$ cat config.mk
export PLATFORM = sky130hd
export DESIGN_NAME = alu_issue
export DESIGN_NICKNAME = d
export VERILOG_FILES = /design/src/rtl/alu_pkg.sv /design/src/rtl/sync_fifo.sv /design/src/rtl/alu_issue.sv
export SDC_FILE = /design/constraint.sdc
export NUM_CORES = 1
export LEC_CHECK = 0
export CORE_MARGIN = 2
export CORE_UTILIZATION = 46
export DETAILED_ROUTE_END_ITERATION = 12
export PLACE_DENSITY = 0.76
export SLEW_MARGIN = 0
export SYNTH_ARGS = -nofsm -noshare
export SYNTH_HDL_FRONTEND = slang
export SYNTH_SLANG_ARGS = --single-unit
$ cat constraint.sdc
create_clock -name Clk_i -period 5.9 [get_ports Clk_i]
set_input_delay 1.18 -clock Clk_i [delete_from_list [all_inputs] [get_ports Clk_i]]
set_output_delay 1.18 -clock Clk_i [all_outputs]
set_load 0.03 [all_outputs]
$ cat src/rtl/alu_pkg.sv
// Shared types for the ALU issue stage: opcode encoding and the command record.
package alu_pkg;

   localparam int WIDTH = 32;

   typedef enum logic [1:0] {
      OPC_ADD = 2'd0,
      OPC_SUB = 2'd1,
      OPC_AND = 2'd2,
      OPC_OR  = 2'd3
   } opc_t;

   typedef struct packed {
      opc_t             opc;
      logic [WIDTH-1:0] a;
      logic [WIDTH-1:0] b;
   } alu_cmd_t;

endpackage

$ cat src/rtl/sync_fifo.sv
// Single-clock FIFO with occupancy count; full/empty are derived from the count so
// the pointers can wrap freely.
module sync_fifo #(
   parameter int DEPTH = 4,
   parameter int DW    = 8
) (
   input  logic                     Clk_i,
   input  logic                     Reset_i,
   input  logic                     push_i,
   input  logic                     pop_i,
   input  logic [DW-1:0]            wdata_i,
   output logic [DW-1:0]            rdata_o,
   output logic                     full_o,
   output logic                     empty_o,
   output logic [$clog2(DEPTH):0]   level_o
);

   localparam int AW = $clog2(DEPTH);
   localparam int LW = AW + 1;

   logic [DW-1:0] mem_q [DEPTH];
   logic [AW-1:0] wr_ptr_q, wr_ptr_d;
   logic [AW-1:0] rd_ptr_q, rd_ptr_d;
   logic [LW-1:0] level_q, level_d;
   logic          push_ok, pop_ok;

   assign full_o  = (level_q == LW'(DEPTH));
   assign empty_o = (level_q == '0);
   assign level_o = level_q;
   assign rdata_o = mem_q[rd_ptr_q];

   assign push_ok = push_i && !full_o;
   assign pop_ok  = pop_i && !empty_o;

   // NOTE: always_comb assigns every output a default first so no latch is inferred.
   always_comb begin
      wr_ptr_d = wr_ptr_q;
      rd_ptr_d = rd_ptr_q;
      level_d  = level_q;
      if (push_ok) wr_ptr_d = wr_ptr_q + AW'(1);
      if (pop_ok)  rd_ptr_d = rd_ptr_q + AW'(1);
      case ({push_ok, pop_ok})
         2'b10:   level_d = level_q + LW'(1);
         2'b01:   level_d = level_q - LW'(1);
         default: level_d = level_q;
      endcase
   end

   // NOTE: storage is deliberately not reset; the pointers and count alone define which entries are valid.
   always_ff @(posedge Clk_i) begin
      if (push_ok) mem_q[wr_ptr_q] <= wdata_i;
   end

   // NOTE: sequential state uses non-blocking assignments so every register samples pre-edge values.
   always_ff @(posedge Clk_i or posedge Reset_i) begin
      if (Reset_i) begin
         wr_ptr_q <= '0;
         rd_ptr_q <= '0;
         level_q  <= '0;
      end else begin
         wr_ptr_q <= wr_ptr_d;
         rd_ptr_q <= rd_ptr_d;
         level_q  <= level_d;
      end
   end

endmodule

$ cat src/rtl/alu_issue.sv
// Issue stage in front of a 1-cycle ALU: buffers commands, issues one per cycle on
// registered outputs and flags the cycle in which the ALU result belongs to an issue.
module alu_issue #(
   parameter int WIDTH = 32,
   parameter int DEPTH = 4
) (
   input  logic                     Clk_i,
   input  logic                     Reset_i,
   input  logic                     Valid_i,
   output logic                     Ready_o,
   input  logic [1:0]               Opc_i,
   input  logic [WIDTH-1:0]         DinA_i,
   input  logic [WIDTH-1:0]         DinB_i,
   input  logic                     Stall_i,
   output logic [1:0]               Opc_o,
   output logic [WIDTH-1:0]         DinA_o,
   output logic [WIDTH-1:0]         DinB_o,
   output logic                     Issue_o,
   output logic                     ResValid_o,
   output logic [$clog2(DEPTH):0]   Level_o
);

   import alu_pkg::*;

   localparam int CW = 2 + 2 * WIDTH;

   logic [CW-1:0]    wr_cmd, head_cmd;
   logic             full, empty, push, pop;
   opc_t             opc_q, opc_d;
   logic [WIDTH-1:0] a_q, a_d, b_q, b_d;
   logic             issue_q, issue_d;
   logic             res_valid_q, res_valid_d;

   // Ready looks only at full, so a pop in the same cycle never frees a slot early.
   assign Ready_o = !full && !Reset_i;
   assign push    = Valid_i && Ready_o;
   assign pop     = !empty && !Stall_i;
   assign wr_cmd  = {Opc_i, DinA_i, DinB_i};

   sync_fifo #(
      .DEPTH (DEPTH),
      .DW    (CW)
   ) u_fifo (
      .Clk_i   (Clk_i),
      .Reset_i (Reset_i),
      .push_i  (push),
      .pop_i   (pop),
      .wdata_i (wr_cmd),
      .rdata_o (head_cmd),
      .full_o  (full),
      .empty_o (empty),
      .level_o (Level_o)
   );

   always_comb begin
      opc_d       = opc_q;
      a_d         = a_q;
      b_d         = b_q;
      issue_d     = pop;
      res_valid_d = issue_q;
      if (pop) begin
         opc_d = opc_t'(head_cmd[CW-1 -: 2]);
         a_d   = head_cmd[2*WIDTH-1 -: WIDTH];
         b_d   = head_cmd[WIDTH-1:0];
      end
   end

   always_ff @(posedge Clk_i or posedge Reset_i) begin
      if (Reset_i) begin
         opc_q       <= OPC_ADD;
         a_q         <= '0;
         b_q         <= '0;
         issue_q     <= 1'b0;
         res_valid_q <= 1'b0;
      end else begin
         opc_q       <= opc_d;
         a_q         <= a_d;
         b_q         <= b_d;
         issue_q     <= issue_d;
         res_valid_q <= res_valid_d;
      end
   end

   assign Opc_o      = opc_q;
   assign DinA_o     = a_q;
   assign DinB_o     = b_q;
   assign Issue_o    = issue_q;
   assign ResValid_o = res_valid_q;

endmodule
==> flow_metrics.py <==
metrics = {
    "yosys": {
        "synth_area_leaders": "edfxtp_1, dfrtp_1, mux4_2",
        "synthArstFlopShare_pct": 22.1,
        "synth_nets": 602,
        "ys.flop_type": "edfxtp_1",
        "netlist.area_leader.share_pct": 63.4,
        "ys_seq_area_share_pct": 78.4,
        "netlist_instances": 526,
        "synth_edf_count": 264,
        "yosysTopAreaCell": "edfxtp_1",
        "syn_area_um2": 12500,
        "yosysUniqueCellTypes": 24,
        "ys.warnings.count": 0,
        "syn_avg_cell_area_um2": 23.8,
        "synth_seq_cells": 339,
    },
    "finish": {
        "multi_input_area_um2": 2530,
        "area_growth_pct": 22.4,
        "drive_gt1_share_pct": 26.9,
        "mostFrequentLayoutCells": "edfxtp_1, clkdlybuf4s50_1, dfrtp_1, mux4_2, mux2_2",
        "layout_commonest_cell": "edfxtp_1",
        "nets": 760,
        "n_fill_cell": 1907,
        "final_util_pct": 57.1,
        "register_area_um2": 9810,
    },
    "drt": {
        "drtIter0Drc": 393,
        "route.antenna.remaining_nets": 0,
        "wl_per_cell_um": 22.8,
        "viasPerCell": 5.35,
        "finalWirelength_um": 24000,
        "first_pass_iters": 5,
        "vias": 5631,
        "drc": 0,
    },
    "sta": {
        "period_needed_ns": 3.69,
        "rsz0062_at_grt": "no",
        "fmax_ghz": 0.271,
        "fin_ws_ns": 2.21,
        "worst_clock_skew_ns": 0.0123,
        "worst_slew_margin_rel_pct": 31.1,
        "setup_viol": 0,
        "hold_viol": 0,
        "slew_viol_final": 0,
        "setup_tns_ns": 0,
        "timing.final.crit_share_pct": 62.6,
        "worst_pin_slew_ns": 1.03,
    },
    "setup_path": {
        "cp-end-kind": "primary output",
        "critPathLaunchType": "input port",
        "critPathRequiredTime_ns": 4.72,
        "path_max_fanout": 3,
        "critical_path_class": "input port to primary output",
        "arrival_ns": 2.51,
    },
    "floorplan": {
        "num_io_pins": 142,
        "rows": 60,
        "dieWidth_um": 169,
        "start_util_pct": 46.7,
        "core_um2": 26800,
        "die_area_um2": 28500,
        "die_y_um": 169,
    },
    "clock_tree": {
        "ctsHoldBuffers": 0,
        "clock-sinks": 339,
        "numCtsBuffers": 35,
        "clk_pin_slew_worst_paths_ns": 0.06,
        "postCtsResizedCells": 0,
        "htree_levels": 2,
        "insertion_delay_ns": 0.51,
        "cts_tree": "yes",
        "clockBufferDepth": 3,
        "cts_setup_buffers": 0,
        "cts-root-buf": "clkbuf_16",
    },
    "power": {
        "power_density_nw_per_um2": 513,
        "total_leakage_power_uw": 0.00526,
        "ir_worst_vdd_mv": 0.370,
        "p_total_uw": 7860,
    },
    "grt": {
        "grt_use_total_pct": 17.5,
        "grt_pass1_vias": 6228,
        "grt_start_max_net_pins": 76,
        "grt.overflow.total": 0,
        "grt_pass1_wl_um": 37100,
        "antenna_found_initial": 1,
    },
    "run_status": {
        "run_status": "finished clean",
    },
    "placed_design": {
        "io_buffers": 141,
        "dp_hpwl_um": 13900,
        "gp_congestion": 0.720,
        "dp_slack_ns": 2.04,
    },
    "job": {
        "drv_cap": 0,
    },
    "worst_hold_path": {
        "min_path_type": "register to register",
    },
}
[worst max-delay path, cell delays in order]
cell and delay, ns:
clkdlybuf4s50_1 0.48, a21oi_1 0.16, clkdlybuf4s50_1 0.69
[metrics by stage]
stage / std cells / hold slack, ns / area (um^2)
global route: 1051 / 0.413 / 15300
global placement: 988 / 0.376 / 14200
detailed placement: 988 / 0.365 / 14200
floorplan: 526 / 0.534 / 12500
CTS: 1051 / 0.394 / 15300
finish: 1052 / 0.397 / 15300
[cells in the mapped netlist (2+ instances only)]
cell type / number
buf_12: 2
buf_2: 13
dfrtp_1: 75
clkbuf_1: 2
edfxtp_1: 264
mux2_4: 18
ha_1: 5
mux2_2: 49
inv_1: 8
xnor2_1: 2
buf_4: 2
nor2_1: 3
xor2_1: 4
mux4_2: 66
and2_1: 4
[area by class of cell]
type / instances / share of cell area (%)
Sequential cell: 339 / 64.1
Multi-Input combinational cell: 157 / 16.5
Timing Repair Buffer: 143 / 9.32
Clock buffer: 46 / 6.33
Tap cell: 341 / 2.79
Clock inverter: 17 / 0.703
Inverter: 8 / 0.212
Antenna cell: 1 / 0.0163
[state kept, by name, summed over array words and instances (netlist names)]
register and count:
DinA_o 32, DinB_o 32, Issue_o 1, Opc_o 2, ResValid_o 1, u_fifo.level_o 3
u_fifo.mem_q 264, u_fifo.rd_ptr_q 2, u_fifo.wr_ptr_q 2
[where the power goes]
part	internal [uW]	switching [uW]
Clock	1200	859
Combinational	1230	1130
Sequential	3070	375
[final timing paths]
check                                       start  depth (start not counted)  slack [ns]             endpoint
max in group asynchronous                 Reset_i                          2        3.83   u_fifo.rd_ptr_q[0]
worst max-delay path                      Reset_i                          3        2.21              Ready_o
min in group asynchronous                 Reset_i                          2        1.30    u_fifo.level_o[0]
worst max register to register  u_fifo.level_o[0]                          3        3.17  u_fifo.mem_q[0][52]
worst min register to register            Issue_o                          0        0.40           ResValid_o
worst min-delay path                      Issue_o                          0        0.40           ResValid_o
[logic make-up (layout without fill, tap and decap cells)]
logic type | Yosys count | in the layout | share of synthesized area [%]
adders and majority gates | 6 | 6 | 0.660
xor gates and xnor gates | 6 | 6 | 0.420
other | 0 | 1 | 0
muxes | 134 | 134 | 18.5
and+or+nand+nor | 9 | 9 | 0.390
buffers and inverters | 30 | 214 | 1.50
DFF | 339 | 339 | 78.4
AOI/OAI and AO/OA | 2 | 2 | 0.100
[per-layer routing]
| metal | track usage [%] | vias up | wire [um] |
|---|---|---|---|
| li1 | - | 2461 | - |
| met1 | 23.0 | 2938 | 9690 |
| met2 | 29.6 | 192 | 12400 |
| met3 | 3.74 | 40 | 1470 |
| met4 | 5.21 | 0 | 494 |
| met5 | 0 | - | 0 |
(Power assumes the default switching activity.)
